<file path="config.mk">
export PLATFORM = sky130hd
export DESIGN_NAME = demux_pack
export DESIGN_NICKNAME = d
export VERILOG_FILES = /design/src/rtl/demux_pack.sv
export SDC_FILE = /design/constraint.sdc
export NUM_CORES = 1
export LEC_CHECK = 0
export ABC_AREA = 1
export BUFFER_PORTS_ARGS = -buffer_cell sky130_fd_sc_hd__buf_2
export CORE_ASPECT_RATIO = 0.75
export CORE_MARGIN = 5
export CORE_UTILIZATION = 49
export CTS_CLUSTER_SIZE = 14
export DETAILED_ROUTE_END_ITERATION = 7
export GPL_TIMING_DRIVEN = 1
export PLACE_DENSITY_LB_ADDON = 0.25
export RECOVER_POWER = 50
export SYNTH_ARGS = -nofsm -noshare
export SYNTH_HDL_FRONTEND = slang
export SYNTH_SLANG_ARGS = --single-unit
</file>
<file path="constraint.sdc">
create_clock -name clk -period 3.1 [get_ports clk]
set_clock_uncertainty 0.15 [all_clocks]
set_input_delay 0.31 -clock clk [delete_from_list [all_inputs] [get_ports clk]]
set_output_delay 0.31 -clock clk [all_outputs]
set_load 0.01 [all_outputs]
</file>
<file path="src/rtl/demux_pack.sv">
// -----------------------------------------------------------------------------
// demux_pack
//
// Packs a serial stream of single bits into an 8-bit word. Each accepted bit
// is steered to a lane picked by S[3:1]. S[0] is ignored, so select pairs
// 0/1 .. 14/15 map to lanes 0 .. 7. The word is released downstream once all
// eight lanes are written.
//
// States:
//   FILL : in_ready=1, out_valid=0, bits are accepted into Y / lane_mask.
//   HOLD : in_ready=0, out_valid=1, Y / lane_mask are frozen until out_ready.
//
// Optional feature (macro DEMUX_PACK_TIMEOUT_EN):
//   When the macro is defined, a partly filled word is force-released after
//   FLUSH_TIMEOUT consecutive idle FILL cycles. Unwritten lanes read as 0.
//   When the macro is undefined there is no counter, and a word is released
//   only when all eight lanes are written.
//
// Parameters:
//   FLUSH_TIMEOUT : idle cycles before a partial word is released (1..255)
//
// Ports:
//   clk        in   1  clock, rising edge
//   rst        in   1  asynchronous active-high reset
//   in_valid   in   1  upstream bit available
//   in_ready   out  1  block accepts a bit this cycle (FILL)
//   S          in   4  lane select, lane = S[3:1]
//   D          in   1  data bit for the selected lane
//   out_valid  out  1  assembled word available (HOLD)
//   out_ready  in   1  downstream consumes the word
//   Y          out  8  assembled word, Y[k] = last bit written to lane k
//   lane_mask  out  8  bit k set once lane k is written in the current word
//   dup_err    out  1  one-cycle pulse after a write to an already-written lane
// -----------------------------------------------------------------------------
module demux_pack #(
    parameter int FLUSH_TIMEOUT = 16
) (
    input  logic       clk,
    input  logic       rst,
    input  logic       in_valid,
    output logic       in_ready,
    input  logic [3:0] S,
    input  logic       D,
    output logic       out_valid,
    input  logic       out_ready,
    output logic [7:0] Y,
    output logic [7:0] lane_mask,
    output logic       dup_err
);

    typedef enum logic {
        FILL = 1'b0,
        HOLD = 1'b1
    } state_t;

    state_t     state, state_next;
    logic [7:0] y_next;
    logic [7:0] mask_next;
    logic       dup_next;
    logic [2:0] lane;
    logic [7:0] lane_bit;
    logic       accept;

    // S[0] does not take part in lane selection.
    logic unused_s0;
    assign unused_s0 = S[0];

    assign lane      = S[3:1];
    assign lane_bit  = 8'b1 << lane;
    assign in_ready  = (state == FILL);
    assign out_valid = (state == HOLD);
    assign accept    = in_valid & in_ready;

`ifdef DEMUX_PACK_TIMEOUT_EN
    localparam logic [7:0] TIMEOUT_LAST = 8'(FLUSH_TIMEOUT - 1);

    logic [7:0] idle_cnt, idle_cnt_next;
`else
    // The flush parameter has no effect when the timeout is compiled out.
    logic [7:0] unused_flush_timeout;
    assign unused_flush_timeout = 8'(FLUSH_TIMEOUT);
`endif

    // Next-state and next-data logic.
    always_comb begin
        // NOTE: every variable gets a default first so no path leaves it
        // unassigned; otherwise synthesis infers a latch.
        state_next = state;
        y_next     = Y;
        mask_next  = lane_mask;
        dup_next   = 1'b0;
`ifdef DEMUX_PACK_TIMEOUT_EN
        idle_cnt_next = idle_cnt;
`endif

        case (state)
            FILL: begin
                if (accept) begin
                    y_next[lane] = D;
                    mask_next    = lane_mask | lane_bit;
                    dup_next     = lane_mask[lane];
`ifdef DEMUX_PACK_TIMEOUT_EN
                    idle_cnt_next = 8'd0;
`endif
                    if (mask_next == 8'hFF) begin
                        state_next = HOLD;
                    end
                end
`ifdef DEMUX_PACK_TIMEOUT_EN
                // Idle cycles only count once something has been written.
                else if (lane_mask != 8'h00) begin
                    if (idle_cnt == TIMEOUT_LAST) begin
                        state_next    = HOLD;
                        idle_cnt_next = 8'd0;
                    end else begin
                        idle_cnt_next = idle_cnt + 8'd1;
                    end
                end
`endif
            end

            HOLD: begin
`ifdef DEMUX_PACK_TIMEOUT_EN
                idle_cnt_next = 8'd0;
`endif
                if (out_ready) begin
                    y_next     = 8'h00;
                    mask_next  = 8'h00;
                    state_next = FILL;
                end
            end

            default: begin
                state_next = FILL;
            end
        endcase
    end

    // State and data registers.
    always_ff @(posedge clk or posedge rst) begin
        // NOTE: the data registers are reset as well as the state, because a
        // partial or held word must not survive a reset.
        if (rst) begin
            state     <= FILL;
            Y         <= 8'h00;
            lane_mask <= 8'h00;
            dup_err   <= 1'b0;
`ifdef DEMUX_PACK_TIMEOUT_EN
            idle_cnt  <= 8'd0;
`endif
        end else begin
            // NOTE: non-blocking assignments let every register sample the
            // values from before the edge, independent of statement order.
            state     <= state_next;
            Y         <= y_next;
            lane_mask <= mask_next;
            dup_err   <= dup_next;
`ifdef DEMUX_PACK_TIMEOUT_EN
            idle_cnt  <= idle_cnt_next;
`endif
        end
    end

endmodule

</file>
== Word level (Yosys, flattened, before mapping) ==
Index checks and enable logic that the tools add are counted.
Cells by class
  magnitude comparators: 2
  equality and inequality tests: 3
  shift operators: 1
  multiplexer cells: 16
  bitwise logic cells: 3
  reductions and logical operators: 2
Operators by type and width (number)
  8-bit one-hot mux with 2 select lines: 2
  8-bit two-way mux: 3
  8-bit bitwise mux: 1
  8-bit == test (second input constant): 1
  8-bit OR: 1
  1-bit by 3-bit left shift with 8-bit output (first input constant): 1
  1-bit two-way mux: 7
  3-bit by 4-bit less-than comparator with 1-bit output (second input constant): 1
  1-bit binary-select mux with 3-bit select: 1
  1-bit demux with 3-bit select: 1
  3-bit by 1-bit greater-or-equal comparator with 1-bit output (second input constant): 1
  2-bit by 1-bit != test with 1-bit output (second input constant): 1
  2-bit != test (second input constant): 1
  1-bit one-hot mux with 2 select lines: 1
  2-bit AND reduction: 1
  1-bit AND: 1
  1-bit logical AND: 1
  1-bit inverter: 1
Storage, ports and cells
  flip-flop bits (word level): 18
  input bits: 9
  output and inout port bits: 19
  logic and storage cells: 31

== Logic depth before layout (Yosys ltp) ==
Gate-level depths: netlist of the first run.
  word-level depth: 7
  depth in mapped cells: 8
  mapped depth without buffers: 7

== Worst setup path before layout of the first run ==
Ideal clock, no wire load.
  path kind: register -> register
  from: reg state (netlist: out_valid)
  to: reg Y[1]
  setup time: 0.123 ns
  data arrival time: 1.025 ns
  data required time: 2.827 ns
  setup slack: 1.802 ns
  stages on the path, launching flop included: 6
  buffers on the path: 1
  clock period less this slack: 1.298 ns
  path through: dfrtp_1 inv_2 nand2_4 buf_2 o31ai_1 nor2_1
On the way
  word-level cells in the longest chain between the ends: 4
  elaborated cells between the ends (all ways): 6
  classes of those cells: eq/ne (2); mux (1); bitwise (2); reduce/logical (1)
RTL lines
  from (decl): RTL line 56  | state_t state, state_next;
  from (signal assigned): RTL line 154  | state <= state_next;
  1-bit inverter (*)
  net in_ready: RTL line 41  | output logic in_ready,
  1-bit AND: RTL line 72  | assign accept = in_valid & in_ready;
  2-bit by 1-bit != test with 1-bit output (no source line)
  2-bit AND reduction (no source line)
  to (signal assigned): RTL line 155  | Y <= y_next;
  to (decl): RTL line 46  | output logic [7:0] Y,
Mark *: on every way through the listed nets, which the timed path passes. The rest lies on a longest branch.
A chain may end at the register's enable or synchronous reset.

== Final worst setup path of the first run ==
  from: reg state (netlist: out_valid)
  to: reg Y[4]
On the way
  word-level cells in the longest chain between the ends: 4
  elaborated cells between the ends (all ways): 6
  classes of those cells: eq/ne (2); mux (1); bitwise (2); reduce/logical (1)
RTL lines (RTL line)
  1-bit inverter
  1-bit AND: 72
  2-bit by 1-bit != test with 1-bit output (no source line)
  2-bit AND reduction (no source line)
Parallel ways exist; a longest one is shown, timed or not.

==> metrics.yaml, run 1 <==
die:
  die_w_um: 63.19
  die_h_um: 49.90
  start_util_pct: 51.61
  ioPinCount: 28
  core_area_um2: 2014
  dieArea_um2: 3153
  row_count: 14
logic_synthesis:
  ys_types: 21
  synth_cells: 139
  avgSynthCellArea_um2: 7.480
  synth_area_um2: 1040
  ys_seq_area_share_pct: 43.32
  ys_ff_latch: 18
  synth.net_count: 148
  ys_warn_count: 0
critical_path:
  criticalPathCategory: "reg2reg"
  critPathArrivalTime_ns: 1.67
  end_kind: "flip-flop"
  reg2reg_depth: 6
  worst-path-max-fanout: 12
  crit_required_ns: 3.15
  start_kind: "flip-flop"
routing:
  wl_um: 2238
  drt-vias-per-instance: 5.154
  ant_nets: 0
  wl_per_cell_um: 11.90
  via_count: 969
  drtPass1Iterations: 4
  first_iter_violations: 49
  remaining_drc_errors: 0
cts:
  cts_sinks: 18
  cts_max_path_buffers: 2
  cts_resized: 0
  cts-root-buf: "clkbuf_4"
  cts_buffers: 3
  post_cts.repair.setup_buffers: 0
  htree_levels: 1
  insertion_delay_ns: 0.29
  clkTransAtPathRegs_ns: 0.11
  cts_tree: "yes"
sta:
  fin_tns_setup_ns: 0
  slew_headroom_pct: 53.71
  grt_setup_unrepaired: "false"
  layout_min_cycle_time_ns: 1.629
  hold_viol: 0
  setup_violations: 0
  maxSlewViolCount: 0
  timing.final.crit_share_pct: 52.56
  fmax_mhz: 613.7
  worst_slew_pin_slew_ns: 0.6935
layout:
  final_cell_mix: "nand2_1, inv_1, dfrtp_1"
  num-nets-final: 174
  drive_gt1_share_pct: 14.63
  final_core_util_pct: 57.89
  area_growth_pct: 12.15
  antenna_cells: 0
  layout_commonest_cell: "nand2_1"
grt:
  track_usage_pct: 15.66
  grt_pass1_wl_um: 3939
  antenna_found_initial: 0
  grt_overflow: 0
  grt_pass1_vias: 844
  grt_max_degree: 19
placed_design:
  gp_congestion: 0.8861
  dp_hpwl_um: 1727
  numPortBuffers: 26
power_and_ir_drop:
  power.leakage_uw: 0.0006545
  internal_power_uw: 382.7
  switching_power_uw: 176.7
  clock_power_share_pct: 26.0
  p_seq_share_pct: 50.8
  swShare_pct: 31.59
  power_frac_comb_pct: 23.2
  ir_worst_vdd_mv: 0.2880
  powerDensity_nw_per_um2: 479.7
min_path:
  min_path_type: "in2reg"
  hold_depth: 3
run:
  drv.max_cap_violation_count: 0
run_status:
  run_status: "complete, no violations"
[cells by family (layout without fill, tap and decap cells)]
group / after synthesis / count (layout) / synth area share (%)
buffers and inverters: 33 / 58 / 15.28
and+or+nand+nor: 62 / 62 / 27.56
AOI/OAI and AO/OA: 26 / 26 / 13.84
DFF: 18 / 18 / 43.32
[critical path: stages, from the launching register on]
cell and delay (ns):
dfrtp_1 0.42, nand2_1 0.24, nand2_1 0.30, nand3_1 0.18, inv_1 0.05, o21ai_0 0.15, nor2_1 0.06
[final cells by class]
type	instances	area, um^2
inverters	27	103.9
fillers	201	848.3
well taps	24	30.03
flip-flops and latches	18	450.4
clock buffers	4	36.28
multi-input cells	88	425.4
repair buffers	27	120.1
[power groups by stage]
| stage | registers [uW] | clock network, uW | logic, uW |
|---|---|---|---|
| 3_3_place_gp | 288 | 0 | 136 |
| 2_1_floorplan | 305 | 0 | 74.7 |
| 5_1_grt | 290 | 165 | 148 |
| 3_5_place_dp | 288 | 0 | 140 |
| 4_1_cts | 284 | 150 | 141 |
| 6_report | 284 | 145 | 130 |
[what timing repair did]
item                                    4_1_cts  5_1_grt
endpoints found under the setup margin        0        0
hold buffers                                  1        0
hold endpoints to repair                     18        0
[per-stage QoR]
stage	cells	power, uW	cell area [um^2]	hold WS (ns)	setup slack, ns
floorplan	139	379.5	1040	0.09857	1.802
global placement	183	423.8	1145	0.2944	1.730
detailed placement	183	427.7	1145	0.3106	1.698
CTS	188	574.2	1191	0.1171	1.671
global route	188	602.7	1166	0.09601	1.342
finish	188	559.4	1166	0.1114	1.471
[cell usage after synthesis]
cell type | count | share of area [%]
o22ai_1 | 1 | 0.60
inv_2 | 2 | 0.72
o31ai_1 | 4 | 2.9
buf_2 | 2 | 0.96
nand3_2 | 3 | 2.9
nor3_1 | 1 | 0.48
a21oi_1 | 8 | 3.9
nor2_1 | 16 | 5.8
o21ai_0 | 12 | 5.8
nand2_4 | 1 | 1.1
nand2_1 | 28 | 10
or2_2 | 1 | 0.60
a21o_1 | 1 | 0.72
dfrtp_1 | 18 | 43
nor2_2 | 1 | 0.60
nand3_1 | 8 | 3.9
nand2_2 | 2 | 1.2
buf_6 | 4 | 4.3
nor3_2 | 1 | 0.96
inv_4 | 1 | 0.60
inv_1 | 24 | 8.7
[per-layer routing]
| layer | wire length (um) | track usage, % | vias up |
|---|---|---|---|
| li1 | - | - | 484 |
| met1 | 1039 | 20.68 | 452 |
| met2 | 964 | 23.89 | 29 |
| met3 | 209 | 6.136 | 4 |
| met4 | 25 | 4.152 | 0 |
| met5 | 0 | 0 | - |
[state kept, by name (all words and copies together) (netlist names)]
register   cells
dup_err        1
out_valid      1
lane_mask      8
Y              8
[worst paths after layout]
| kind | startpoint | end | slack, ns |
|---|---|---|---|
| setup / recovery | out_valid | Y[4] | 1.47 |
| hold / removal | out_ready | out_valid | 0.11 |
| setup reg to reg | out_valid | Y[4] | 1.47 |
| hold reg to reg | Y[5] | Y[5] | 0.37 |
| max in group asynchronous | rst | lane_mask[6] | 1.86 |
| min in group asynchronous | rst | Y[3] | 0.50 |
Power figures use the tool's default switching activity.
==> inputs of run 2 (changes only) <==
--- a/config.mk
+++ b/config.mk
@@ -9,7 +9,7 @@
 export BUFFER_PORTS_ARGS = -buffer_cell sky130_fd_sc_hd__buf_2
 export CORE_ASPECT_RATIO = 0.75
 export CORE_MARGIN = 5
-export CORE_UTILIZATION = 49
+export CORE_UTILIZATION = 46
 export CTS_CLUSTER_SIZE = 14
 export DETAILED_ROUTE_END_ITERATION = 7
 export GPL_TIMING_DRIVEN = 1
==> constraint.sdc (replaced) <==
create_clock -name clk -period 1.4 [get_ports clk]
set_clock_uncertainty 0.15 [all_clocks]
set_input_delay 0.14 -clock clk [delete_from_list [all_inputs] [get_ports clk]]
set_output_delay 0.14 -clock clk [all_outputs]
set_load 0.01 [all_outputs]
==> run 2 against run 1 <==
Routed wire length rose by 5.7%; critical path depth up 1; clock power is 130% higher; design area up 4.7%; non-clock buffer count rose by 4; total power increased by 130%; utilization increased by 0.70 points; first-iteration DRC count is 51% lower; register-to-register slack got worse by 1.3 ns; final cell count increased by 2.1%; count of clock-buffer cells in the layout is the same; global-route usage rose by 0.26 points; critical endpoint is now lane_mask[7].
==> metrics.yaml, run 2 (synthesized netlist as in run 1, its figures left out) <==
critical_path:
  crit_top_cell: "inv_1"  # was nand2_1
  worst_r2r_endpoint: "Y[4]"  # unchanged
  endpoint: "lane_mask[7]"  # was Y[4]
  timing.reg2reg.setup_slack_ns: 0.14  # was 1.47 ns
  cp_slowest_cell: "dlygate4sd3_1"  # was dfrtp_1
  max_stage_delay_ns: 0.52  # was 0.42 ns
  crit_path_start: "out_ready"  # was out_valid
  worst-path-max-fanout: 8  # was 12
  path_buf_inv: 4  # was 1
  end_kind: "flip-flop"  # unchanged
  cp.depth: 7  # was 6
  path_cells: "dlygate4sd3_1 > buf_2 > nand2_2 > inv_1 > o21ai_0 > nand2_1 > inv_1"  # was nand2_1 > nand2_1 > nand3_1 > inv_1 > o21ai_0 > nor2_1
  reg2reg_depth: 7  # was 6
  crit_required_ns: 1.50  # was 3.15 ns
  crit_family: "buffers and inverters"  # was simple AND/OR/NAND/NOR gates
  criticalPathCategory: "in2reg"  # was reg2reg
  r2r-start: "out_valid"  # unchanged
  critPathArrivalTime_ns: 1.38  # was 1.67 ns
  start_kind: "input pin"  # was flip-flop
sta:
  worst_slew_pin_slew_ns: 0.4560  # was 0.6935 ns
  fin_tns_setup_ns: 0  # unchanged
  hold_viol: 0  # unchanged
  slew_headroom_pct: 69.60  # was 53.71%
  grt_setup_unrepaired: "false"  # unchanged
  timing.final.crit_share_pct: 91.43
  layout_min_cycle_time_ns: 1.280
  maxSlewViolCount: 0  # unchanged
  setup_violations: 0  # unchanged
  fin_worst_hold_slack_ns: 0.03711  # was 0.1114 ns
  fmax_mhz: 781.3
layout:
  seq_area_um2: 450.4  # unchanged
  area_growth_pct: 17.45  # was 12.15%
  drive_gt1_share_pct: 22.62  # was 14.63%
  antenna_cells: 0  # unchanged
  reg.largest.list: "Y (8), lane_mask (8)"  # unchanged
  final_cell_mix: "nand2_1, inv_1, dfrtp_1, buf_2, nor2_1"  # was nand2_1, inv_1, dfrtp_1
  multiInputGateArea_um2: 440.4  # was 425.4 um^2
  fillers: 217  # was 201
  num-nets-final: 178  # was 174
  layout_commonest_cell: "nand2_1"  # unchanged
power_and_ir_drop:
  ir_worst_vdd_mv: 0.5111  # was 0.2880 mV
  power.leakage_uw: 0.0007016  # was 0.0006545 uW
  powerDensity_nw_per_um2: 1038  # was 479.7 nW/um^2
  p_seq_share_pct: 49.9  # was 50.8%
  switching_power_uw: 406.7  # was 176.7 uW
  swShare_pct: 32.08  # was 31.59%
  clock_power_share_pct: 26.1  # was 26.0%
  power_frac_comb_pct: 24.0  # was 23.2%
  internal_power_uw: 861.0  # was 382.7 uW
cts:
  insertion_delay_ns: 0.30  # was 0.29 ns
  cts_sinks: 18  # unchanged
  cts-root-buf: "clkbuf_4"  # unchanged
  post_cts.repair.setup_buffers: 0  # unchanged
  clkTransAtPathRegs_ns: 0.11  # about the same
  cts_max_path_buffers: 2  # unchanged
  cts_buffers: 3  # unchanged
  cts_tree: "yes"  # unchanged
  htree_levels: 1  # unchanged
die:
  row_count: 14  # unchanged
  start_util_pct: 49.88  # was 51.61%
  die_h_um: 51.18  # was 49.90 um
  core_area_um2: 2085  # was 2014 um^2
  die_w_um: 64.90  # was 63.19 um
  dieArea_um2: 3321  # was 3153 um^2
  ioPinCount: 28  # unchanged
grt:
  track_usage_pct: 15.92  # was 15.66%
  antenna_found_initial: 0  # unchanged
  grt_overflow: 0  # unchanged
  grt_pass1_wl_um: 4098  # was 3939 um
  grt_max_degree: 19  # unchanged
  grt_pass1_vias: 903  # was 844
run_status:
  run_status: "complete, no violations"  # unchanged
routing:
  via_count: 977  # was 969
  wl_per_cell_um: 12.32  # was 11.90 um
  first_iter_violations: 24  # was 49
  wl_um: 2365  # was 2238 um
  drt-vias-per-instance: 5.089  # was 5.154
  remaining_drc_errors: 0  # unchanged
  drtPass1Iterations: 5  # was 4
  ant_nets: 0  # unchanged
run:
  drv.max_cap_violation_count: 0  # unchanged
placed_design:
  dp_hpwl_um: 1809  # was 1727 um
  gp_congestion: 0.8673  # was 0.8861
  numPortBuffers: 26  # unchanged
min_path:
  min_path_type: "in2reg"  # unchanged
  hold_depth: 3  # unchanged
==> run 2: changes by cell type in the layout (fill, tap and decap cells not counted) <==
cell / previous run / this run
buf_2: 10 / 18
buf_4: 0 / 2
clkbuf_1: 16 / 8
clkbuf_2: 0 / 1
dlygate4sd3_1: 1 / 2
nand2_1: 30 / 28
nand2_2: 0 / 1
nand2_4: 1 / 2
nand3_1: 8 / 7
nand3_2: 3 / 4
==> run 2: per-stage QoR <==
stage	total power, uW	cells	area [um^2]	worst slack [ns]	util (%)
6_report	1268	192	1221	0.1200	58.58
5_1_grt	1361	192	1221	0.01697	58.58
4_1_cts	1292	192	1224	0.03136	58.70
3_5_place_dp	955.7	186	1167	0.04384	56.00
3_3_place_gp	944.8	186	1167	0.1094	56.00
2_1_floorplan	840.4	139	1040	0.1020	-
==> run 2: routing by layer <==
metal | routed length [um] | global-route usage (%)
met3 | 154 | 6.140
met5 | 0 | 0
met4 | 12 | 3.509
met1 | 1167 | 20.79
met2 | 1031 | 25.13
==> run 2: layout make-up <==
class | count | area share (%)
inverter | 27 | 8.504
timing repair buffer | 31 | 13.11
multi-input combinational | 88 | 36.07
sequential | 18 | 36.89
tap | 24 | 2.459
clock buffer | 4 | 2.971
==> run 2: worst register-to-register path: stages (launching register included) <==
cell and delay, ns:
dfrtp_1 0.40, inv_2 0.07, nand2_4 0.11, nand2_4 0.12, nand3_2 0.09, inv_1 0.04
o21ai_0 0.14, nor2_1 0.05
==> run 2: how the worst min path moves through the flow <==
| stage | start | end |
|---|---|---|
| 3_5_place_dp | rst | Y[5] |
| 5_1_grt | D | Y[4] |
| 3_3_place_gp | rst | out_valid |
| 4_1_cts | in_valid | lane_mask[0] |
| 2_1_floorplan | rst | Y[0] |
| 6_report | D | Y[4] |
==> run 2: power by group through the flow <==
| stage | Clock (uW) | Sequential [uW] | Combinational (uW) |
|---|---|---|---|
| 4_1_cts | 341 | 632 | 319 |
| 5_1_grt | 367 | 645 | 349 |
| 3_5_place_dp | 0 | 642 | 314 |
| 2_1_floorplan | 0 | 675 | 165 |
| 6_report | 331 | 633 | 304 |
| 3_3_place_gp | 0 | 637 | 308 |
==> run 2: repair_timing <==
action	4_1_cts	5_1_grt
hold endpoints to repair	19	0
resized for setup	0	2
hold buffers	2	0
setup endpoints to repair	0	3
